==> config.mk <==
export PLATFORM = sky130hd
export DESIGN_NAME = unsigned_divide
export DESIGN_NICKNAME = d
export VERILOG_FILES = /design/src/rtl/unsigned_divide.sv
export SDC_FILE = /design/constraint.sdc
export NUM_CORES = 1
export LEC_CHECK = 0
export BUFFER_PORTS_ARGS = -buffer_cell sky130_fd_sc_hd__buf_2
export CORE_MARGIN = 2
export CORE_UTILIZATION = 45
export DETAILED_ROUTE_END_ITERATION = 12
export GPL_TIMING_DRIVEN = 0
export PLACE_DENSITY = 0.72
export SETUP_SLACK_MARGIN = 0.4
export SYNTH_ARGS = -nofsm -noshare
export SYNTH_HDL_FRONTEND = slang
export SYNTH_SLANG_ARGS = --single-unit
==> constraint.sdc <==
create_clock -name i_clk -period 2.39 [get_ports i_clk]
set_input_delay 0.1195 -clock i_clk [delete_from_list [all_inputs] [get_ports i_clk]]
set_output_delay 0.1195 -clock i_clk [all_outputs]
set_load 0.05 [all_outputs]
==> src/rtl/unsigned_divide.sv <==
// Sequential restoring divider: one quotient bit per clock, MSB first.
// Divide-by-zero finishes in one cycle with an all-ones quotient and the flag set.
module unsigned_divide #(
  parameter int unsigned NWIDTH = 16,
  parameter int unsigned DWIDTH = 16
) (
  input  logic              i_clk,
  input  logic              i_reset,
  input  logic              i_start,
  input  logic [NWIDTH-1:0] i_n,
  input  logic [DWIDTH-1:0] i_d,
  output logic              o_busy,
  output logic              o_valid,
  output logic [NWIDTH-1:0] o_quot,
  output logic [DWIDTH-1:0] o_rem,
  output logic              o_div_by_zero
);

  localparam int unsigned CW = $clog2(NWIDTH + 1);
  localparam int unsigned PW = DWIDTH + 1;

  typedef enum logic [1:0] {StIdle, StCalc, StDone} state_e;

  state_e            r_state;
  logic [NWIDTH-1:0] r_n;
  logic [DWIDTH-1:0] r_d;
  logic [PW-1:0]     r_part;
  logic [CW-1:0]     r_cnt;
  logic              r_busy;
  logic              r_valid;
  logic [NWIDTH-1:0] r_quot;
  logic [DWIDTH-1:0] r_rem;
  logic              r_dbz;

  logic [PW:0]       w_shift;
  logic [PW:0]       w_dext;
  logic              w_ge;
  logic [PW-1:0]     w_part_next;
  logic [NWIDTH-1:0] w_n_next;
  logic              w_last;

  // r_n holds the unconsumed dividend bits at the top and collects quotient bits at the bottom.
  always_comb begin
    w_shift     = {r_part, r_n[NWIDTH-1]};
    w_dext      = {2'b00, r_d};
    w_ge        = (w_shift >= w_dext);
    w_part_next = w_ge ? PW'(w_shift - w_dext) : PW'(w_shift);
    w_n_next    = {r_n[NWIDTH-2:0], w_ge};
    w_last      = (r_cnt == CW'(NWIDTH - 1));
  end

  always_ff @(posedge i_clk) begin
    if (i_reset) begin
      r_state <= StIdle;
      r_n     <= '0;
      r_d     <= '0;
      r_part  <= '0;
      r_cnt   <= '0;
      r_busy  <= 1'b0;
      r_valid <= 1'b0;
      r_quot  <= '0;
      r_rem   <= '0;
      r_dbz   <= 1'b0;
    end else begin
      unique case (r_state)
        StIdle: begin
          r_valid <= 1'b0;
          if (i_start) begin
            r_n    <= i_n;
            r_d    <= i_d;
            r_part <= '0;
            r_cnt  <= '0;
            if (i_d == '0) begin
              r_state <= StDone;
              r_valid <= 1'b1;
              r_quot  <= '1;
              r_rem   <= '0;
              r_dbz   <= 1'b1;
            end else begin
              r_state <= StCalc;
              r_busy  <= 1'b1;
            end
          end
        end
        StCalc: begin
          r_n    <= w_n_next;
          r_part <= w_part_next;
          r_cnt  <= r_cnt + CW'(1);
          if (w_last) begin
            r_state <= StDone;
            r_busy  <= 1'b0;
            r_valid <= 1'b1;
            r_quot  <= w_n_next;
            r_rem   <= DWIDTH'(w_part_next);
            r_dbz   <= 1'b0;
          end
        end
        StDone: begin
          r_valid <= 1'b0;
          r_state <= StIdle;
        end
        default: r_state <= StIdle;
      endcase
    end
  end

  assign o_busy        = r_busy;
  assign o_valid       = r_valid;
  assign o_quot        = r_quot;
  assign o_rem         = r_rem;
  assign o_div_by_zero = r_dbz;

endmodule
-- Word-level counts from Yosys, hierarchy flattened
Cells that the tools add are included.
W data, S select, Z words.
- register bits after elaboration: 91
- latch bits: 0
- RAM bits: 0
- memory bits (read-only): 0
- input port bits: 35
- output and inout bits: 35
- logic and storage cells: 60
- memories kept: 0
- $add $sub $neg: 2
- multiply operators: 0
- div/mod/pow operators: 0
- order comparisons: 1
- equality and inequality tests: 7
- shift-type cells: 0
- muxes and demuxes: 30
- bitwise logic cells: 0
- reduce and logical (&&, ||, !) cells: 10
- operator list (kind ; count):
    $mux W16 ; 7
    $pmux W16 S2 ; 3
    $mux W17 ; 2
    $pmux W17 S2 ; 1
    $ge A18 B16 Y1 ; 1
    $sub A17 B16 Y17 ; 1
    $logic_not A16 Y1 ; 1
    $pmux W5 S2 ; 1
    $mux W1 ; 8
    $ne A2 B2 Y1 const B ; 4
    $reduce_and A2 Y1 ; 4
    $reduce_and A4 Y1 ; 2
    $mux W2 ; 3
    $add A5 B1 Y5 const B ; 1
    $eq A5 B4 Y1 const B ; 1
    $mux W5 ; 1
    $pmux W1 S2 ; 2
    $pmux W2 S2 ; 1
    $pmux W1 S3 ; 1
    $reduce_bool A3 Y1 ; 1
    $eq A2 B1 Y1 const B ; 1
    $eq A2 B2 Y1 const B ; 1
    $logic_not A2 Y1 ; 1
    $reduce_bool A2 Y1 ; 1

-- Logic depth before layout (Yosys ltp)
Gate-level depths: netlist (run 1).
- depth after elaboration: 4
- gate-level depth with buffers: 11
- mapped depth without buffers: 10

-- Worst setup path before layout (run 1)
Ideal clock, no wire load.
- kind: register -> register
- start: register r_d[13]
- end: register r_part[12]
- library setup time: 0.133 ns
- arrival time: 2.248 ns
- required time: 2.257 ns
- path slack: 0.009 ns
- stages on the path, launching flop included: 10
- buffers on the path: 1
- clock period less this slack: 2.381 ns
- cell sequence: dfxtp_1 inv_1 ha_1 a21o_1 a21o_1 a221o_1 a31oi_4 buf_6 mux2i_1 a21oi_1
- word-level cells in the longest chain between the ends: 3
- ends and longest elaborated chain (element ; RTL line ; RTL):
    start: declaration ; 26 ; logic [DWIDTH-1:0] r_d;
    start signal: assignment ; 70 ; r_d <= i_d;
    $ge A18 B16 Y1 ; 46 ; w_ge = (w_shift >= w_dext);
    $mux W17 ; 47 ; w_part_next = w_ge ? PW'(w_shift - w_dext) : PW'(w_shift);
    $pmux W17 S2 ; 65 ; unique case (r_state)
    end signal: assignment ; 87 ; r_part <= w_part_next;
    end: declaration ; 27 ; logic [PW-1:0] r_part;
Every way passes these cells.
A chain may end at the register's enable or synchronous reset.

-- Worst setup path after layout (run 1)
- start: register r_part[2]
- end: register r_rem[7], in the netlist o_rem[7]
- word-level cells in the longest chain between the ends: 4
- elaborated cells between the ends (all ways): 5
- those cells by class: add/sub: 1; order compare: 1; mux: 3
- ends and longest elaborated chain (element ; RTL line ; RTL):
    $sub A17 B16 Y17 / $ge A18 B16 Y1 (equally long branches) ; 47, 46 ;
    $mux W17 (*) ; 47 ;
    $mux W16 (*) ; 89 ; if (w_last) begin
    $pmux W16 S2 (*) ; 65 ;
    end signal: assignment ; 94 ; r_rem <= DWIDTH'(w_part_next);
    end: declaration ; 32 ; logic [DWIDTH-1:0] r_rem;
Mark *: on every way between the ends. The rest lies on a longest branch, timed or not. The select of a mux whose other input is x is not followed.

==> impl_metrics.yaml, run 1 <==
worst_setup_path:
  cp-endpoint: "o_rem[7]"
  r2r_start: "r_part[2]"
  cp-end-kind: "flop"
  crit_top_cell: "buf_12"
  cp_slowest_cell: "dfxtp_1"
  crit_path_start_kind: "flop"
  path_depth: 9
  reg2reg_slack_ns: -0.06
  critPathKind: "reg -> reg"
  critPathArrivalTime_ns: 2.71
  crit_family: "compound AO/OA/AOI/OAI gates"
  reg2reg_depth: 9
  critPathMaxStageDelay_ns: 0.44
  worstSetupStartpoint: "r_part[2]"
  path_cells: "ha_1 -> and4_1 -> a31oi_1 -> nand3_2 -> a31oi_4 -> buf_12 -> buf_12 -> mux2i_4 -> o21ai_1"
  cp_max_fo: 6
  rr_endpoint: "o_rem[7]"
  crit_buf_inv: 2
  critPathRequiredTime_ns: 2.64
sta:
  clock.fmax_mhz: 407
  rsz0062_at_grt: "yes"
  drv_slew: 0
  slew_headroom_pct: 59.6
  worst_slew_pin_slew_ns: 0.606
  hold-worst-slack_ns: 0.00690
  fin_skew_ns: 0.0124
  tns_ns: -0.619
  hold_viol_final: 0
  fin_crit_ns: 2.45
  fin_ws_ns: -0.0648
  fin_crit_sh_pct: 103
  setup_violations: 18
cells_and_area:
  fill_cells: 801
  drive_above_1_share_pct: 37.0
  diodes: 0
  multi_input_area_mm2: 0.00314
  regArea_mm2: 0.00186
  final_area_mm2: 0.00643
  area_growth_pct: 39.2
  layout.nets: 744
die:
  pin_count: 70
  initial_utilization_pct: 46.9
  die_h_um: 105
  core-area_mm2: 0.00986
  die_area_mm2: 0.0111
  die_w_um: 105
  num_rows: 36
global_route:
  grt_max_degree: 17
  grt_pass1_wl_um: 22600
  gr-total-overflow: 0
  track_usage_pct: 25.6
  grt_pass1_vias: 4552
  antenna_found_initial: 0
hold_path:
  hp-class: "in -> reg"
  hold_path_startpoint: "i_d[2]"
synthesis:
  synth-simple-area-share_pct: 18.1
  synthXorXnorAreaFrac_pct: 1.89
  netlist_area_mm2: 0.00462
  syn-num-nets: 617
  yosysTopAreaCellShare_pct: 39.4
  ys_types: 58
  synth_cells: 560
  synth-compound-area-share_pct: 24.4
  async_flop_share_pct: 0
  synthFlopType: "dfxtp_1"
  synthAdderAreaFrac_pct: 6.12
  ys_seq_elements: 91
  yosys_warnings: 0
  muxShareOfSynthArea_pct: 5.44
  synth_top_area_cell: "dfxtp_1"
  yosysSeqAreaShare_pct: 39.4
  synth_edf_count: 0
  synth.area.top_cells: "dfxtp_1 39%, a21oi_1 6.5%, ha_1 5.7%, mux2i_1 5.2%, nand2_1 5.2%"
  synth_top_family_by_area: "compound AO/OA/AOI/OAI gates"
  avgSynthCellArea_um2: 8.25
drt:
  wl_per_cell_um: 17.8
  dr.first_iter.drc_count: 352
  viasPerCell: 5.83
  drtPass1Iterations: 7
  antenna_left: 0
  totalWireLength_um: 14700
  drc: 0
  vias: 4811
flow_run:
  max-cap-violations: 0
placement:
  place_congestion: 0.870
  port_buffers: 69
  placedInstanceArea_mm2: 0.00519
  pre_cts_ws_ns: -0.308
  hpwlAfterDp_um: 9460
cts:
  htree_levels: 3
  root_buffer: "clkbuf_8"
  clockBufferDepth: 2
  clk_latency_ns: 0.36
  clk_pin_slew_worst_paths_ns: 0.10
  clock-sinks: 91
  cts-buffers-inserted: 9
  cts_tree: "done"
outcome:
  violations: "setup timing"
  status: "finished with violations"
layout by cell type, fill, tap and decap left out, types with 5 or more instances in the layout:
cell,synthesis,layout
buf_2,3,70
dfxtp_1,91,70
nand2_1,64,62
a21oi_1,60,50
nor2_1,56,47
buf_4,1,33
o21ai_0,47,29
a211oi_1,23,20
nand2b_1,21,20
o21ai_1,4,18
inv_1,22,17
mux2i_1,24,17
dfxtp_2,0,17
buf_6,1,11
ha_4,0,11
a21o_1,10,10
clkbuf_8,0,10
nor3_1,12,9
clkbuf_1,20,9
xnor2_1,9,8
a21oi_2,0,7
clkbuf_2,0,6
mux2i_4,0,6
ha_1,21,6
inv_2,1,5
a211oi_2,4,5
nor2_2,0,5
state kept, by name, summed over array words and instances (netlist names):
register       cells
o_quot            16
r_d               16
r_cnt              5
o_div_by_zero      1
o_rem             16
r_state            2
o_valid            1
r_n               16
o_busy             1
r_part            17
synthesized netlist by cell type (all sizes together) (5+ instances only):
| cell | count |
|---|---|
| dfxtp | 91 |
| nand2 | 64 |
| a21oi | 60 |
| nor2 | 56 |
| o21ai | 51 |
| a211oi | 27 |
| mux2i | 24 |
| inv | 23 |
| ha | 21 |
| nand2b | 21 |
| clkbuf | 20 |
| nor3 | 12 |
| a21o | 10 |
| buf | 9 |
| xnor2 | 9 |
| nand3 | 5 |
kinds of logic (layout without fill, tap and decap cells):
kind of cell / count (synthesis) / in the layout
multiplexers: 25 / 25
buffers and inverters: 52 / 183
AO/OA/AOI/OAI: 178 / 179
flip-flops: 91 / 91
adder cells (fa/ha/maj): 22 / 22
XOR/XNOR: 10 / 10
AND/OR/NAND/NOR: 182 / 182
layout make-up:
type,instances,area share (%)
clock inverters,6,0.739
repair buffers,115,12.1
clock buffers,10,1.98
flip-flops and latches,91,28.9
multi-input cells,418,48.9
plain buffers,29,3.44
inverters,23,1.38
well taps,133,2.59
through the flow:
stage	cells	util [%]
2_1_floorplan	560	-
3_3_place_gp	762	52.6
6_report	825	65.2
5_1_grt	825	65.2
4_1_cts	813	61.9
3_5_place_dp	762	52.6
timing repair:
action / 4_1_cts / 5_1_grt
setup endpoints to repair: 77 / 82
hold buffers: 2 / 0
endpoints found under the hold margin: 2 / 0
pin swaps: 34 / 28
gates cloned: 2 / 1
setup buffers: 31 / 11
resized for setup: 115 / 63
worst reg2reg max path, cell delays in order, from the launching register on:
cell and delay [ns]:
dfxtp_1 0.44, ha_1 0.34, and4_1 0.21, a31oi_1 0.26
nand3_2 0.16, a31oi_4 0.24, buf_12 0.18, buf_12 0.15
mux2i_4 0.28, o21ai_1 0.08
per-layer routing:
metal	part of all wire, %	up-vias	routed length, um	global-route usage, %
li1	-	2250	-	-
met1	42	2334	6140	31.8
met2	50	190	7340	43.0
met3	5.1	37	754	5.13
met4	3.3	0	482	10.6
met5	0	-	0	0
how the worst min path moves through the flow:
stage,endpoint,slack [ns],cells past startpoint
finish,r_d[2],0.007,3
global route,r_d[10],0.008,3
CTS,r_d[10],0.004,3
detailed placement,r_d[7],0.38,3
global placement,r_d[2],0.38,3
floorplan,r_d[11],0.25,2
Power of run 1 is not shown: default switching activity piles up to over one toggle a cycle in this logic, so the estimate is an artifact.
==> run 2, diff against run 1 <==
--- a/config.mk
+++ b/config.mk
@@ -10,7 +10,7 @@
 export CORE_UTILIZATION = 45
 export DETAILED_ROUTE_END_ITERATION = 12
 export GPL_TIMING_DRIVEN = 0
-export PLACE_DENSITY = 0.72
+export PLACE_DENSITY = 0.69
 export SETUP_SLACK_MARGIN = 0.4
 export SYNTH_ARGS = -nofsm -noshare
 export SYNTH_HDL_FRONTEND = slang
==> constraint.sdc (replaced) <==
create_clock -name i_clk -period 2.8 [get_ports i_clk]
set_input_delay 0.14 -clock i_clk [delete_from_list [all_inputs] [get_ports i_clk]]
set_output_delay 0.14 -clock i_clk [all_outputs]
set_load 0.05 [all_outputs]
==> run 2 against run 1 <==
- the run now ends clean
- die area unchanged
- routed wire length decreased by 8.5%
- non-clock buffer count decreased by 12
==> impl_metrics.yaml, run 2 (synthesis results as in run 1) <==
outcome:
  status: "complete, no violations"
worst_setup_path:
  critPathMaxStageDelay_ns: 0.37
  cp_max_fo: 4
  cp_slowest_cell: "dfxtp_4"
  crit_path_start_kind: "flop"
  rr_endpoint: "r_part[3]"
  reg2reg_depth: 10
  cp-end-kind: "flop"
  critPathRequiredTime_ns: 3.05
  critPathKind: "reg -> reg"
  critPathArrivalTime_ns: 2.71
  path_cells: "ha_4 -> buf_6 -> a21o_1 -> a31o_1 -> a221o_1 -> a31oi_2 -> buf_4 -> nor3_1 -> a21oi_1 -> o21ai_0"
  reg2reg_slack_ns: 0.34
  r2r_start: "r_part[10]"
cts:
  cts-buffers-inserted: 9
  root_buffer: "clkbuf_8"
  clk_pin_slew_worst_paths_ns: 0.10
  clock-sinks: 91
  clk_latency_ns: 0.38
  clockBufferDepth: 2
  htree_levels: 3
  cts_tree: "done"
sta:
  fin_crit_ns: 2.46
  clock.fmax_mhz: 407
  hold-worst-slack_ns: 0.0132
  tns_ns: 0
  hold_viol_final: 0
  rsz0062_at_grt: "yes"
  setup_violations: 0
  fin_crit_sh_pct: 87.7
  worst_slew_pin_slew_ns: 0.695
  drv_slew: 0
  fin_skew_ns: 0.0145
  slew_headroom_pct: 53.4
global_route:
  grt_max_degree: 19
  gr-total-overflow: 0
  grt_pass1_wl_um: 21000
  antenna_found_initial: 0
  grt_pass1_vias: 4365
  track_usage_pct: 23.6
cells_and_area:
  area_growth_pct: 33.3
  drive_above_1_share_pct: 31.8
  final_cell_mix: "69 x buf_2, 69 x dfxtp_1, 63 x nand2_1"
  final_util_pct: 62.5
  regMostFlops: "r_part"
  final_area_mm2: 0.00616
  layout.nets: 732
  diodes: 0
  largest_reg_flops: 17
die:
  pin_count: 70
  core-area_mm2: 0.00986
  die_area_mm2: 0.0111
  die_h_um: 105
  die_w_um: 105
  num_rows: 36
  initial_utilization_pct: 46.9
drt:
  drtPass1Iterations: 5
  drc: 0
  wl_per_cell_um: 16.6
  totalWireLength_um: 13500
  viasPerCell: 5.61
  vias: 4560
  dr.first_iter.drc_count: 221
  antenna_left: 0
placement:
  place_congestion: 0.945
  placedInstanceArea_mm2: 0.00513
  port_buffers: 69
  hpwlAfterDp_um: 9290
hold_path:
  hold_path_startpoint: "i_d[5]"
  hold_path_end: "r_d[5]"
  hold_depth: 3
  hp-class: "in -> reg"
flow_run:
  max-cap-violations: 0
run 2: cell count changes in the layout (fill, tap and decap cells not counted), moves of 3 or more:
cell / delta
nor3_2: -3
buf_4: -5
buf_6: -5
nor2_1: +6
o21ai_0: +10
o21ai_1: -9
nor3_1: +3
a21oi_2: -4
clkbuf_4: -4
nor2_4: -4
a21oi_1: +6
ha_2: -3
clkbuf_1: +4
run 2: critical path: cells and delay by family, from the launching register on:
| family | cells | cell delay (ns) |
|---|---|---|
| adders and majority gates | 1 | 0.24 |
| buffers and inverters | 2 | 0.30 |
| AOI/OAI and AO/OA | 6 | 1.38 |
| and+or+nand+nor | 1 | 0.05 |
| DFF | 1 | 0.37 |
run 2: worst max-delay path by stage:
stage	startpoint	to	slack, ns	cells after the start
finish	r_part[10]	r_part[3]	0.34	10
global route	r_d[8]	r_part[16]	0.27	9
CTS	r_d[2]	o_rem[11]	0.38	9
detailed placement	i_d[2]	o_rem[4]	0.08	8
global placement	r_d[13]	r_part[11]	0.12	9
floorplan	r_d[13]	r_part[12]	0.42	9
run 2: metrics by stage:
step / cells / worst slack (ns)
global placement: 762 / 0.117
floorplan: 560 / 0.419
finish: 813 / 0.344
detailed placement: 762 / 0.0751
global route: 813 / 0.272
CTS: 800 / 0.377
run 2: final cells by class:
type	instances	area, um^2
well taps	133	166
clock inverters	7	93.8
flip-flops and latches	91	1860
clock buffers	9	124
repair buffers	103	638
multi-input cells	418	3010
inverters	23	88.8
fillers	835	3700
plain buffers	29	180
run 2: repair_timing:
item / in CTS / in global routing
buffers inserted: 18 / 13
gates cloned: 2 / 0
resized for setup: 67 / 71
pin swaps: 24 / 27
endpoints found under the setup margin: 38 / 57
hold endpoints to repair: 2 / 0
hold buffers: 2 / 0
run 2: metal layers:
metal / wire [um] / up-vias / track usage [%]
met5: 0 / - / 0
met4: 418 / 0 / 9.90
met3: 741 / 33 / 4.82
met2: 6550 / 162 / 40.1
met1: 5760 / 2144 / 28.9
li1: - / 2221 / -
Power of run 2 is left out for the same reason.
